`src/rtl/mips_hazard_scoreboard.sv`:
```
// mips_hazard_scoreboard
//   Hazard and forwarding scoreboard for the pipelined MIPS core. Keeps one
//   destination record per stage after ID (entry 0 = EXE ... DEPTH-1 = WB),
//   each with a result-ready countdown. For every source operand of the
//   instruction in ID it picks a forwarding source or requests a stall.
// Ports
//   clk, rst        core clock, synchronous active-high reset
//   forward_en      1 = forwarding allowed, 0 = every RAW match stalls
//   issue_*         instruction in ID (valid, sources, source-used mask,
//                   destination, write enable, result latency)
//   kill            per-entry invalidate, takes effect at the next edge
//   stall           hold IF/ID and insert a bubble
//   fwd_sel         per source: 0 = register file, k+1 = entry k result bus
//   issue_accept    issue_valid & ~stall
//   stall_cnt       saturating count of stalled cycles

// Per-source resolver: the youngest matching entry decides the outcome.
module mips_hazard_src_resolve #(
  parameter int DEPTH        = 3,
  parameter int REG_ADDR_LEN = 5,
  parameter int LAT_W        = 3,
  parameter int SEL_W        = 2
) (
  input  logic                                used,
  input  logic [REG_ADDR_LEN-1:0]             src,
  input  logic                                forward_en,
  input  logic [DEPTH-1:0]                    ent_live,
  input  logic [DEPTH-1:0][REG_ADDR_LEN-1:0]  ent_dest,
  input  logic [DEPTH-1:0][LAT_W-1:0]         ent_cnt,
  output logic [SEL_W-1:0]                    sel,
  output logic                                hazard
);
  logic found;

  always_comb begin
    sel    = '0;
    hazard = 1'b0;
    found  = 1'b0;
    for (int k = 0; k < DEPTH; k++) begin
      if (!found && used && (src != '0) && ent_live[k] && (ent_dest[k] == src)) begin
        found = 1'b1;
        if (forward_en && (ent_cnt[k] == '0)) sel    = SEL_W'(k + 1);
        else                                  hazard = 1'b1;
      end
    end
  end
endmodule

module mips_hazard_scoreboard #(
  parameter int DEPTH        = 3,
  parameter int REG_ADDR_LEN = 5,
  parameter int NUM_SRC      = 2,
  parameter int LAT_W        = 3,
  parameter int SEL_W        = $clog2(DEPTH + 1)
) (
  input  logic                             clk,
  input  logic                             rst,
  input  logic                             forward_en,
  input  logic                             issue_valid,
  input  logic [NUM_SRC*REG_ADDR_LEN-1:0]  issue_src,
  input  logic [NUM_SRC-1:0]               issue_src_used,
  input  logic [REG_ADDR_LEN-1:0]          issue_dest,
  input  logic                             issue_wb_en,
  input  logic [LAT_W-1:0]                 issue_lat,
  input  logic [DEPTH-1:0]                 kill,
  output logic                             stall,
  output logic [NUM_SRC*SEL_W-1:0]         fwd_sel,
  output logic                             issue_accept,
  output logic [31:0]                      stall_cnt
);
  typedef struct packed {
    logic                    valid;
    logic                    wb_en;
    logic [REG_ADDR_LEN-1:0] dest;
    logic [LAT_W-1:0]        cnt;
  } entry_t;

  entry_t [DEPTH-1:0]                   ent_q;
  entry_t                               new_ent;
  logic   [DEPTH-1:0]                   ent_live;
  logic   [DEPTH-1:0][REG_ADDR_LEN-1:0] ent_dest;
  logic   [DEPTH-1:0][LAT_W-1:0]        ent_cnt;
  logic   [NUM_SRC-1:0]                 hazard;
  logic   [LAT_W-1:0]                   lat_load;
  logic   [31:0]                        stall_cnt_q;
  logic                                 unused_kill;

  // The retiring entry has no successor, so its kill bit has nothing to clear.
  assign unused_kill = kill[DEPTH-1];

  for (genvar k = 0; k < DEPTH; k++) begin : g_flat
    assign ent_live[k] = ent_q[k].valid & ent_q[k].wb_en;
    assign ent_dest[k] = ent_q[k].dest;
    assign ent_cnt[k]  = ent_q[k].cnt;
  end

  for (genvar s = 0; s < NUM_SRC; s++) begin : g_src
    mips_hazard_src_resolve #(
      .DEPTH(DEPTH), .REG_ADDR_LEN(REG_ADDR_LEN), .LAT_W(LAT_W), .SEL_W(SEL_W)
    ) u_res (
      .used       (issue_src_used[s]),
      .src        (issue_src[s*REG_ADDR_LEN +: REG_ADDR_LEN]),
      .forward_en (forward_en),
      .ent_live   (ent_live),
      .ent_dest   (ent_dest),
      .ent_cnt    (ent_cnt),
      .sel        (fwd_sel[s*SEL_W +: SEL_W]),
      .hazard     (hazard[s])
    );
  end

  assign stall        = issue_valid & (|hazard);
  assign issue_accept = issue_valid & ~stall;
  assign stall_cnt    = stall_cnt_q;

  // Entering entry 0 counts as the first move, so a latency-1 producer is
  // forwardable from EXE on the very next cycle. A latency that cannot expire
  // before WB is stored unreduced so it stays non-zero through retirement;
  // consumers then wait and read the register file.
  always_comb begin
    lat_load = issue_lat;
    if (int'(issue_lat) <= DEPTH - 1 && issue_lat != '0) lat_load = issue_lat - 1'b1;
  end

  always_comb begin
    new_ent       = '0;
    new_ent.valid = issue_accept;
    if (issue_accept) begin
      new_ent.wb_en = issue_wb_en;
      new_ent.dest  = issue_dest;
      new_ent.cnt   = lat_load;
    end
  end

  always_ff @(posedge clk) begin
    if (rst) begin
      ent_q       <= '0;
      stall_cnt_q <= '0;
    end else begin
      ent_q[0] <= new_ent;
      for (int k = 0; k < DEPTH - 1; k++) begin
        ent_q[k+1].valid <= ent_q[k].valid & ~kill[k];
        ent_q[k+1].wb_en <= ent_q[k].wb_en;
        ent_q[k+1].dest  <= ent_q[k].dest;
        ent_q[k+1].cnt   <= (ent_q[k].cnt == '0) ? '0 : ent_q[k].cnt - 1'b1;
      end
      if (stall && (stall_cnt_q != '1)) stall_cnt_q <= stall_cnt_q + 1'b1;
    end
  end
endmodule

```
`config.mk`:
```
export PLATFORM = sky130hd
export DESIGN_NAME = mips_hazard_scoreboard
export DESIGN_NICKNAME = d
export VERILOG_FILES = /design/src/rtl/mips_hazard_scoreboard.sv
export SDC_FILE = /design/constraint.sdc
export NUM_CORES = 1
export LEC_CHECK = 0
export CAP_MARGIN = 40
export CORE_UTILIZATION = 55
export DETAILED_ROUTE_END_ITERATION = 8
export GPL_TIMING_DRIVEN = 0
export PLACE_DENSITY = 0.93
export SLEW_MARGIN = 20
export SYNTH_ARGS = -nofsm -noshare
export SYNTH_HDL_FRONTEND = slang
export SYNTH_SLANG_ARGS = --single-unit
```
`constraint.sdc`:
```
create_clock -name clk -period 8.2 [get_ports clk]
set_clock_uncertainty 0.1 [all_clocks]
set_input_delay 1.64 -clock clk [delete_from_list [all_inputs] [get_ports clk]]
set_output_delay 1.64 -clock clk [all_outputs]
set_load 0.005 [all_outputs]
```
Word-level counts from Yosys, hierarchy flattened
Cells that the tools add are included.
{"block": "word_totals", "ff_bits": 62, "output_inout_bits": 38, "in_bits": 28, "wordCells": 104}
{"block": "classes", "bitwise": 11, "n_eq_ne": 7, "n_reduce_logical": 41, "mux": 27, "add_sub_neg": 4, "magnitude_cmp": 1}
{"op": "$add 32x1->32 const B", "count": 1}
{"op": "$ne 32x32->1 const B", "count": 1}
{"op": "$eq 5x5->1", "count": 6}
{"op": "$logic_and 1x1->1", "count": 27}
{"op": "$mux 2", "count": 9}
{"op": "$mux 1", "count": 17}
{"op": "$reduce_bool 5->1", "count": 2}
{"op": "$logic_not 3->1", "count": 3}
{"op": "$sub 3x1->3 const B", "count": 3}
{"op": "$reduce_or 2->1", "count": 4}
{"op": "$and 1x1->1", "count": 7}
{"op": "$logic_not 1->1", "count": 4}
{"op": "$not 1->1", "count": 4}
{"op": "$le 3x2->1 const B", "count": 1}
{"op": "$mux 3", "count": 1}
{"op": "$reduce_bool 3->1", "count": 1}

Longest topological paths before layout
Gate-level depths: netlist (run 1).
{"block": "depth", "depth_word": 23, "mapped_depth": 12, "depth_no_buf": 10}

Modules after synthesis
Synthesis (run 1) repeated with hierarchy kept, for this count alone.
{"block": "unflattened", "cells_unflattened": 388, "area_unflattened_um2": 3405.8}
{"module": "mips_hazard_scoreboard", "seq_area_each_um2": 1241.2, "cells_per_inst": 304, "instances": 1, "area_each_um2": 2760.1}
{"module": "mips_hazard_src_resolve", "seq_area_each_um2": 0.0, "cells_per_inst": 42, "instances": 2, "area_each_um2": 322.8}

Least setup slack after synthesis (run 1)
Ideal clock, no wire load.
{"block": "synth_timing", "kind": "input to output", "startpoint": "input issue_src[5]", "endpoint": "output stall", "path_buffers": 1, "slack_ns": 3.192, "stages": 8, "t_required_ns": 6.460, "arrival_ns": 3.268, "cell_sequence": "or4_1 -> o21ai_2 -> a21oi_1 -> a22oi_1 -> o221ai_4 -> nand2_4 -> buf_2 -> inv_1"}
{"block": "synth_between", "elab_chain_cells": 19}
{"element": "start: declaration", "line_no": "60", "text": "input logic [NUM_SRC*REG_ADDR_LEN-1:0] issue_src,"}
{"element": "$reduce_bool 5->1", "line_no": "40", "text": "if (!found && used && (src != '0) && ent_live[k] && (ent_dest[k] == src)) begin"}
{"element": "$logic_and 1x1->1 (3 in series)", "line_no": "40"}
{"element": "$mux 1", "line_no": "40"}
{"element": "$logic_not 1->1", "line_no": "40"}
{"element": "$logic_and 1x1->1 (4 in series)", "line_no": "40"}
{"element": "$mux 1", "line_no": "40"}
{"element": "$logic_not 1->1", "line_no": "40"}
{"element": "$logic_and 1x1->1 (4 in series)", "line_no": "40"}
{"element": "$mux 1 (*)", "line_no": "40"}
{"element": "$reduce_or 2->1 (*)", "line_no": "112", "text": "assign stall = issue_valid & (|hazard);"}
{"element": "$and 1x1->1 (*)", "line_no": "112"}
{"element": "end: declaration", "line_no": "66", "text": "output logic stall,"}
Mark *: on every way between the ends. The rest lies on a longest branch, timed or not.

Worst setup path in the final report (run 1)
{"block": "layout_timing", "startpoint": "input issue_src[1]", "endpoint": "output issue_accept"}
{"block": "layout_between", "elab_chain_cells": 21}
{"element": "$reduce_bool 5->1", "line_no": "40"}
{"element": "$logic_and 1x1->1 (3 in series)", "line_no": "40"}
{"element": "$mux 1", "line_no": "40"}
{"element": "$logic_not 1->1", "line_no": "40"}
{"element": "$logic_and 1x1->1 (4 in series)", "line_no": "40"}
{"element": "$mux 1", "line_no": "40"}
{"element": "$logic_not 1->1", "line_no": "40"}
{"element": "$logic_and 1x1->1 (4 in series)", "line_no": "40"}
{"element": "$mux 1 (*)", "line_no": "40"}
{"element": "$reduce_or 2->1 (*)", "line_no": "112"}
{"element": "$and 1x1->1 (*)", "line_no": "112"}
{"element": "$not 1->1 (*)", "line_no": "113", "text": "assign issue_accept = issue_valid & ~stall;"}
{"element": "$and 1x1->1 (*)", "line_no": "113"}
{"element": "end: declaration", "line_no": "68", "text": "output logic issue_accept,"}
Marks and branches as above.

==> out/qor.json, run 1 <==
{
  "run_status": {
    "outcome": "completed"
  },
  "floorplanning": {
    "ports": 66,
    "core_area_mm2": 0.00557,
    "initial_utilization_pct": 57.8,
    "fp-row-count": 27,
    "die-width_um": 78.5,
    "die_height_um": 78.5,
    "design.die.area_mm2": 0.00617
  },
  "synth": {
    "synth_simple_gate_area_share_pct": 31.3,
    "synth-compound-area-share_pct": 10.7,
    "number_of_enable_flip_flop_cells_after_synthesis": 0,
    "ys_async_sr_fraction_pct": 0,
    "synthMuxAreaShare_pct": 1.63,
    "synth_sequential_area_ratio_pct": 38.5,
    "synth.yosys.warnings": 0,
    "ys_dominant_reg_cell": "sky130_fd_sc_hd__dfxtp_1",
    "postSynthAreaPerCell_um2": 8.64,
    "synthesis.instances": 373,
    "synth_cell_types": 54,
    "synth_adder_area_share_pct": 3.11,
    "syn-cell-area_mm2": 0.00322,
    "syn_nets": 409,
    "postSynthRegisterBits": 62,
    "area_share_of_xor_xnor_cells_in_the_synthesized_design_pct": 10.9,
    "synth_top_family_by_area": "simple AND/OR/NAND/NOR gates"
  },
  "setup_path": {
    "worstPathMaxFanout": 10,
    "worst-endpoint-arrival_ns": 4.68,
    "worst_setup_path_end_kind": "output port",
    "setup.worst_path.class": "primary input to output port",
    "cp-start-kind": "primary input",
    "crit_required_ns": 6.46
  },
  "sta": {
    "worst_slack_ns": 1.78,
    "final_setup_fails": 0,
    "rsz0062_at_grt": "no",
    "timing.setup.tns_ns": 0,
    "layout_worst_path_cycle_share_pct": 78.2,
    "timing_max_transition_violations_final": 0,
    "finalHoldViolations": 0,
    "worst_slew_margin_rel_pct": 54.8,
    "layout_min_cycle_time_ns": 6.42,
    "maxClockFrequency_ghz": 0.156,
    "max_slew.worst_pin.slew_ns": 0.674
  },
  "clock_network": {
    "cts_hold_buffers": 0,
    "max_buffers_root_to_sink": 2,
    "worstSkewPairLatency_ns": 0.34,
    "post_cts.resized_instances": 0,
    "clk_transition_reported_paths_ns": 0.06,
    "ctsRootBufferMaster": "sky130_fd_sc_hd__clkbuf_8",
    "htreeDepth": 3,
    "post-cts-setup-buffers": 0,
    "numCtsBuffers": 9,
    "tritoncts": "done",
    "cts.sinks": 62
  },
  "routing": {
    "totalWireLength_um": 8720,
    "postRouteAntennaNets": 0,
    "detailedRoute.firstPassIterationCount": 4,
    "viasPerCell": 5.97,
    "post-route-drc-count": 0,
    "initialDrtViolationCount": 192,
    "drt-wirelength-per-cell_um": 16.7,
    "vias_after_detailed_routing": 3121
  },
  "cells_and_area": {
    "finalCoreUtilization_pct": 74.2,
    "fillerInstances": 425,
    "flow.area_growth_from_synthesis_pct": 28.4,
    "ant_diodes": 0,
    "final_area_mm2": 0.00414,
    "num-nets-final": 484,
    "final_layout_size_suffix_gt1_share_pct": 6.65
  },
  "global_route": {
    "grt_use_total_pct": 29.4,
    "antenna_found_initial": 0,
    "first_global_vias": 3041,
    "grt_pass1_wl_um": 14000,
    "grt_max_degree": 11,
    "globalRouteOverflowTotal": 0
  },
  "placement": {
    "dpl_worst_slack_ns": 1.82,
    "place_hpwl_um": 6090,
    "placed_cell_area_mm2": 0.00394,
    "gp_congestion": 0.871,
    "io_buffer_count": 63
  },
  "power": {
    "clock_power_share_pct": 41.9,
    "internal_power_mw": 0.489,
    "p_leak_nw": 1.52,
    "powerDensity_mw_per_mm2": 154,
    "power_frac_comb_pct": 9.2,
    "power_frac_seq_pct": 48.9,
    "fin_total_pwr_mw": 0.637,
    "switching_share_pct": 23.3,
    "peak_supply_drop_v": 0.000103,
    "power.net_switching_mw": 0.148
  },
  "hold_path": {
    "hold_path_class": "register to register"
  },
  "flow_run": {
    "max_cap_violations": 0
  }
}
[layout by cell type (no fill, tap or decap), types with 10 or more instances in the layout]
| master | instances |
|---|---|
| sky130_fd_sc_hd__nor2b_1 | 22 |
| sky130_fd_sc_hd__xor2_1 | 26 |
| sky130_fd_sc_hd__o21ai_0 | 10 |
| sky130_fd_sc_hd__dfxtp_1 | 62 |
| sky130_fd_sc_hd__nor3_1 | 10 |
| sky130_fd_sc_hd__or3_1 | 10 |
| sky130_fd_sc_hd__nand4_1 | 10 |
| sky130_fd_sc_hd__nand2_1 | 24 |
| sky130_fd_sc_hd__nor2_1 | 27 |
| sky130_fd_sc_hd__or4_1 | 12 |
| sky130_fd_sc_hd__clkdlybuf4s50_1 | 63 |
| sky130_fd_sc_hd__clkbuf_8 | 11 |
| sky130_fd_sc_hd__inv_1 | 16 |
| sky130_fd_sc_hd__nand3_1 | 24 |
| sky130_fd_sc_hd__a21oi_1 | 14 |
| sky130_fd_sc_hd__xnor2_1 | 14 |
[cell type report]
type	instances	area (um2)	share of cell area [%]
Tap cell	72	90.1	2.18
Clock buffer	13	159	3.84
Multi-Input combinational cell	282	1860	44.9
Timing Repair Buffer	64	636	15.4
Clock inverter	1	30.0	0.726
Inverter	16	60.1	1.45
Sequential cell	62	1240	30.0
Buffer	13	62.6	1.51
[worst paths after layout]
path | start | endpoint | slack [ns] | depth (start not counted)
min reg2reg | ent_cnt[0] | ent_cnt[3] | 0.33 | 1
min | ent_cnt[0] | ent_cnt[3] | 0.33 | 1
max reg2reg | stall_cnt[7] | stall_cnt[15] | 5.00 | 9
max | issue_src[1] | issue_accept | 1.78 | 9
[through the flow]
stage | std cells | hold slack [ns]
floorplan | 373 | 0.297
global placement | 508 | 0.309
detailed placement | 508 | 0.326
CTS | 522 | 0.334
global route | 523 | 0.352
finish | 523 | 0.329
[power by group through the flow]
| stage | registers, mW | logic [mW] | clock network [mW] |
|---|---|---|---|
| 6_report | 0.311 | 0.0587 | 0.267 |
| 5_1_grt | 0.312 | 0.0640 | 0.282 |
| 4_1_cts | 0.311 | 0.0576 | 0.267 |
| 2_1_floorplan | 0.317 | 0.0313 | 0 |
| 3_5_place_dp | 0.318 | 0.0570 | 0 |
| 3_3_place_gp | 0.318 | 0.0550 | 0 |
[sequential cells by signal, indices dropped and copies added (netlist names)]
register	cells
ent_cnt	9
ent_dest	15
ent_q	6
stall_cnt	32
[routing by layer]
| layer | up-vias | part of all wire (%) | global-route usage (%) |
|---|---|---|---|
| li1 | 1467 | - | - |
| met1 | 1495 | 42 | 34.1 |
| met2 | 133 | 49 | 51.4 |
| met3 | 26 | 6.4 | 5.81 |
| met4 | 0 | 2.9 | 14.4 |
| met5 | - | 0 | 0 |
[synth_stat cells, drive strengths merged, types with 3 or more instances]
library cell  instances  area share [%]
nor2b                22             4.3
o31ai                 5             1.3
mux2i                 3            0.93
xor2                 26             7.1
or4                  12             2.8
dfxtp                62              39
and4                  3            0.82
and2                  8             1.6
nand4                10             1.9
xnor2                14             3.8
nor3                 13             2.5
buf                   7             1.2
a21oi                14             2.2
clkbuf                6            0.70
inv                  16             1.9
nor4                 10             2.1
nor2                 27             3.1
ha                    8             3.1
nand3                25             4.0
o21ai                15             2.4
or3                  10             1.9
and3                  8             1.7
nand2                25             3.1
[logic make-up after synthesis]
| group | after synthesis |
|---|---|
| compound gates | 50 |
| xor+xnor | 40 |
| fa+ha+maj | 8 |
| buf+inv | 29 |
| flops | 62 |
| mux | 5 |
| simple gates | 179 |
[critical path: stages]
cell and delay (ns):
sky130_fd_sc_hd__clkdlybuf4s50_1 0.52, sky130_fd_sc_hd__or4_1 0.56, sky130_fd_sc_hd__o21ai_1 0.26, sky130_fd_sc_hd__a41oi_1 0.13, sky130_fd_sc_hd__a22oi_1 0.31, sky130_fd_sc_hd__o221ai_4 0.25, sky130_fd_sc_hd__clkbuf_1 0.32, sky130_fd_sc_hd__nor2_1 0.15
sky130_fd_sc_hd__clkdlybuf4s50_1 0.54
(Power assumes the default switching activity.)
==> inputs of run 2 (changes only) <==
--- a/config.mk
+++ b/config.mk
@@ -6,10 +6,10 @@
 export NUM_CORES = 1
 export LEC_CHECK = 0
 export CAP_MARGIN = 40
-export CORE_UTILIZATION = 55
+export CORE_UTILIZATION = 51
 export DETAILED_ROUTE_END_ITERATION = 8
 export GPL_TIMING_DRIVEN = 0
-export PLACE_DENSITY = 0.93
+export PLACE_DENSITY = 0.87
 export SLEW_MARGIN = 20
 export SYNTH_ARGS = -nofsm -noshare
 export SYNTH_HDL_FRONTEND = slang
==> constraint.sdc (replaced) <==
create_clock -name clk -period 6.5 [get_ports clk]
set_clock_uncertainty 0.1 [all_clocks]
set_input_delay 1.3 -clock clk [delete_from_list [all_inputs] [get_ports clk]]
set_output_delay 1.3 -clock clk [all_outputs]
set_load 0.005 [all_outputs]
==> out/qor.json, run 2 (synthesis results as in run 1) <==
{
  "hold_path": {
    "worstHoldEndpoint": "ent_cnt[3]",
    "worst_hold_path.num_cells": {"value": 1, "change": "unchanged"},
    "hold_path_class": "register to register",
    "worst_hold_startpoint": "ent_cnt[0]"
  },
  "clock_network": {
    "tritoncts": "done",
    "cts.sinks": {"value": 62, "change": "unchanged"},
    "htreeDepth": {"value": 3, "change": "unchanged"},
    "numCtsBuffers": {"value": 9, "change": "unchanged"},
    "max_buffers_root_to_sink": {"value": 2, "change": "unchanged"},
    "worstSkewPairLatency": {"value": 0.34, "unit": "ns", "change": "about the same"},
    "clk_transition_reported_paths": {"value": 0.07, "unit": "ns", "change": "about the same"},
    "ctsRootBufferMaster": "sky130_fd_sc_hd__clkbuf_8",
    "cts_hold_buffers": {"value": 0, "change": "unchanged"},
    "post_cts.resized_instances": {"value": 0, "change": "unchanged"},
    "post-cts-setup-buffers": {"value": 0, "change": "unchanged"}
  },
  "routing": {
    "post-route-drc-count": {"value": 0, "change": "unchanged"},
    "detailedRoute.firstPassIterationCount": {"value": 5, "change": "+1"},
    "vias_after_detailed_routing": {"value": 3050, "change": "-2.3%"},
    "postRouteAntennaNets": {"value": 0, "change": "unchanged"},
    "drt-wirelength-per-cell": {"value": 15.9, "unit": "um", "change": "-4.9%"},
    "totalWireLength": {"value": 8360, "unit": "um", "change": "-4.2%"},
    "viasPerCell": {"value": 5.79, "change": "-3.0%"},
    "initialDrtViolationCount": {"value": 191, "change": "-0.52%"}
  },
  "sta": {
    "timing.setup.tns": {"value": 0, "unit": "ns", "change": "unchanged"},
    "maxClockFrequency_ghz": 0.173,
    "timing_max_transition_violations_final": {"value": 0, "change": "unchanged"},
    "max_slew.worst_pin.slew": {"value": 0.617, "unit": "ns", "change": "-0.0565 ns"},
    "final_setup_fails": {"value": 0, "change": "unchanged"},
    "layout_worst_path_cycle_share_pct": 89.1,
    "layout_min_cycle_time_ns": 5.79,
    "rsz0062_at_grt": "no",
    "finalHoldViolations": {"value": 0, "change": "unchanged"},
    "worst_slew_margin_rel": {"value": 58.6, "unit": "%", "change": "+3.8 points"}
  },
  "cells_and_area": {
    "largest_reg_flops": {"value": 32, "change": "unchanged"},
    "num-nets-final": {"value": 484, "change": "unchanged"},
    "ant_diodes": {"value": 0, "change": "unchanged"},
    "final_common_cell": "sky130_fd_sc_hd__clkdlybuf4s50_1",
    "final_layout_size_suffix_gt1_share": {"value": 7.08, "unit": "%", "change": "+0.43 points"},
    "flow.area_growth_from_synthesis": {"value": 28.5, "unit": "%", "change": "about the same"},
    "most-common-layout-cells": "63 x sky130_fd_sc_hd__clkdlybuf4s50_1, 62 x sky130_fd_sc_hd__dfxtp_1, 27 x sky130_fd_sc_hd__nor2_1, 26 x sky130_fd_sc_hd__xor2_1",
    "finalCoreUtilization": {"value": 69.1, "unit": "%", "change": "-5.1 points"}
  },
  "setup_path": {
    "ff2ff_path_depth": {"value": 9, "change": "unchanged"},
    "worstPathMaxFanout": {"value": 10, "change": "unchanged"},
    "ff2ff_setup_slack": {"value": 3.47, "unit": "ns", "change": "-1.53 ns"},
    "cp-start-kind": "primary input",
    "crit_required": {"value": 5.10, "unit": "ns", "change": "-1.36 ns"},
    "worst_setup_path_end_kind": "output port",
    "regToRegEndpoint": "stall_cnt[9]",
    "timing.rr.start": "stall_cnt[7]",
    "setup.worst_path.class": "primary input to output port",
    "worst-endpoint-arrival": {"value": 4.39, "unit": "ns", "change": "-0.29 ns"}
  },
  "floorplanning": {
    "die_height": {"value": 81.5, "unit": "um", "change": "+3.7%"},
    "design.die.area": {"value": 0.00664, "unit": "mm2", "change": "+7.6%"},
    "ports": {"value": 66, "change": "unchanged"},
    "initial_utilization": {"value": 53.8, "unit": "%", "change": "-4.0 points"},
    "die-width": {"value": 81.5, "unit": "um", "change": "+3.7%"},
    "fp-row-count": {"value": 28, "change": "+3.7%"},
    "core_area": {"value": 0.00599, "unit": "mm2", "change": "+7.5%"}
  },
  "power": {
    "p_leak": {"value": 1.52, "unit": "nW", "change": "about the same"},
    "powerDensity": {"value": 192, "unit": "mW/mm2", "change": "+25%"},
    "fin_total_pwr": {"value": 0.796, "unit": "mW", "change": "+25%"},
    "peak_supply_drop": {"value": 0.000200, "unit": "V", "change": "+94%"}
  },
  "global_route": {
    "grt_use_total": {"value": 27.4, "unit": "%", "change": "-2.0 points"},
    "first_global_vias": {"value": 2962, "change": "-2.6%"},
    "grt_max_degree": {"value": 11, "change": "unchanged"},
    "grt_pass1_wl": {"value": 13700, "unit": "um", "change": "-2.6%"},
    "globalRouteOverflowTotal": {"value": 0, "change": "unchanged"},
    "antenna_found_initial": {"value": 0, "change": "unchanged"}
  },
  "placement": {
    "place_hpwl": {"value": 6020, "unit": "um", "change": "-1.1%"},
    "io_buffer_count": {"value": 63, "change": "unchanged"},
    "gp_congestion": {"value": 0.863, "change": "-0.90%"}
  },
  "run_status": {
    "outcome": "completed"
  },
  "flow_run": {
    "max_cap_violations": {"value": 0, "change": "unchanged"}
  }
}
-- run 2: cell type report --
cell class	instances	area, um2
Buffer	13	62.6
Clock buffer	11	141
Clock inverter	4	47.5
Fill cell	462	1850
Inverter	16	60.1
Multi-Input combinational cell	282	1860
Sequential cell	62	1240
Tap cell	75	93.8
Timing Repair Buffer	64	636
-- run 2: worst max-delay path, cell delays in order --
cell                              delay (ns)
sky130_fd_sc_hd__clkdlybuf4s50_1        0.53
sky130_fd_sc_hd__or4_1                  0.55
sky130_fd_sc_hd__o21ai_1                0.29
sky130_fd_sc_hd__a41oi_1                0.15
sky130_fd_sc_hd__a22oi_1                0.35
sky130_fd_sc_hd__o221ai_4               0.25
sky130_fd_sc_hd__clkbuf_1               0.29
sky130_fd_sc_hd__nor2_1                 0.16
sky130_fd_sc_hd__clkdlybuf4s50_1        0.51
-- run 2: worst max path at each step --
stage                      start      endpoint  slack, ns
CTS                 issue_src[1]  issue_accept       0.73
global route        issue_src[1]  issue_accept       0.54
floorplan           issue_src[5]         stall       2.17
finish              issue_src[1]  issue_accept       0.71
global placement    issue_src[1]  issue_accept       0.81
detailed placement  issue_src[1]  issue_accept       0.74
-- run 2: stage by stage --
step	setup WS, ns	instance area, um2	instances	hold slack [ns]
floorplan	2.17	3220	373	0.297
global placement	0.812	3950	511	0.312
detailed placement	0.742	3950	511	0.310
CTS	0.730	4140	526	0.318
global route	0.541	4140	527	0.324
finish	0.711	4140	527	0.315
-- run 2: per-layer routing --
metal / vias to the layer above / GRT usage (%) / share of wire (%)
met5: - / 0 / 0
met4: 0 / 13.6 / 2.3
met3: 23 / 5.22 / 6.7
met2: 123 / 47.6 / 50
met1: 1433 / 32.2 / 41
li1: 1471 / - / -
-- run 2: where the power goes --
part	internal [mW]	switching (mW)
sequential	0.388	0.00491
clock	0.184	0.146
combinational	0.0348	0.0387
total	0.607	0.189
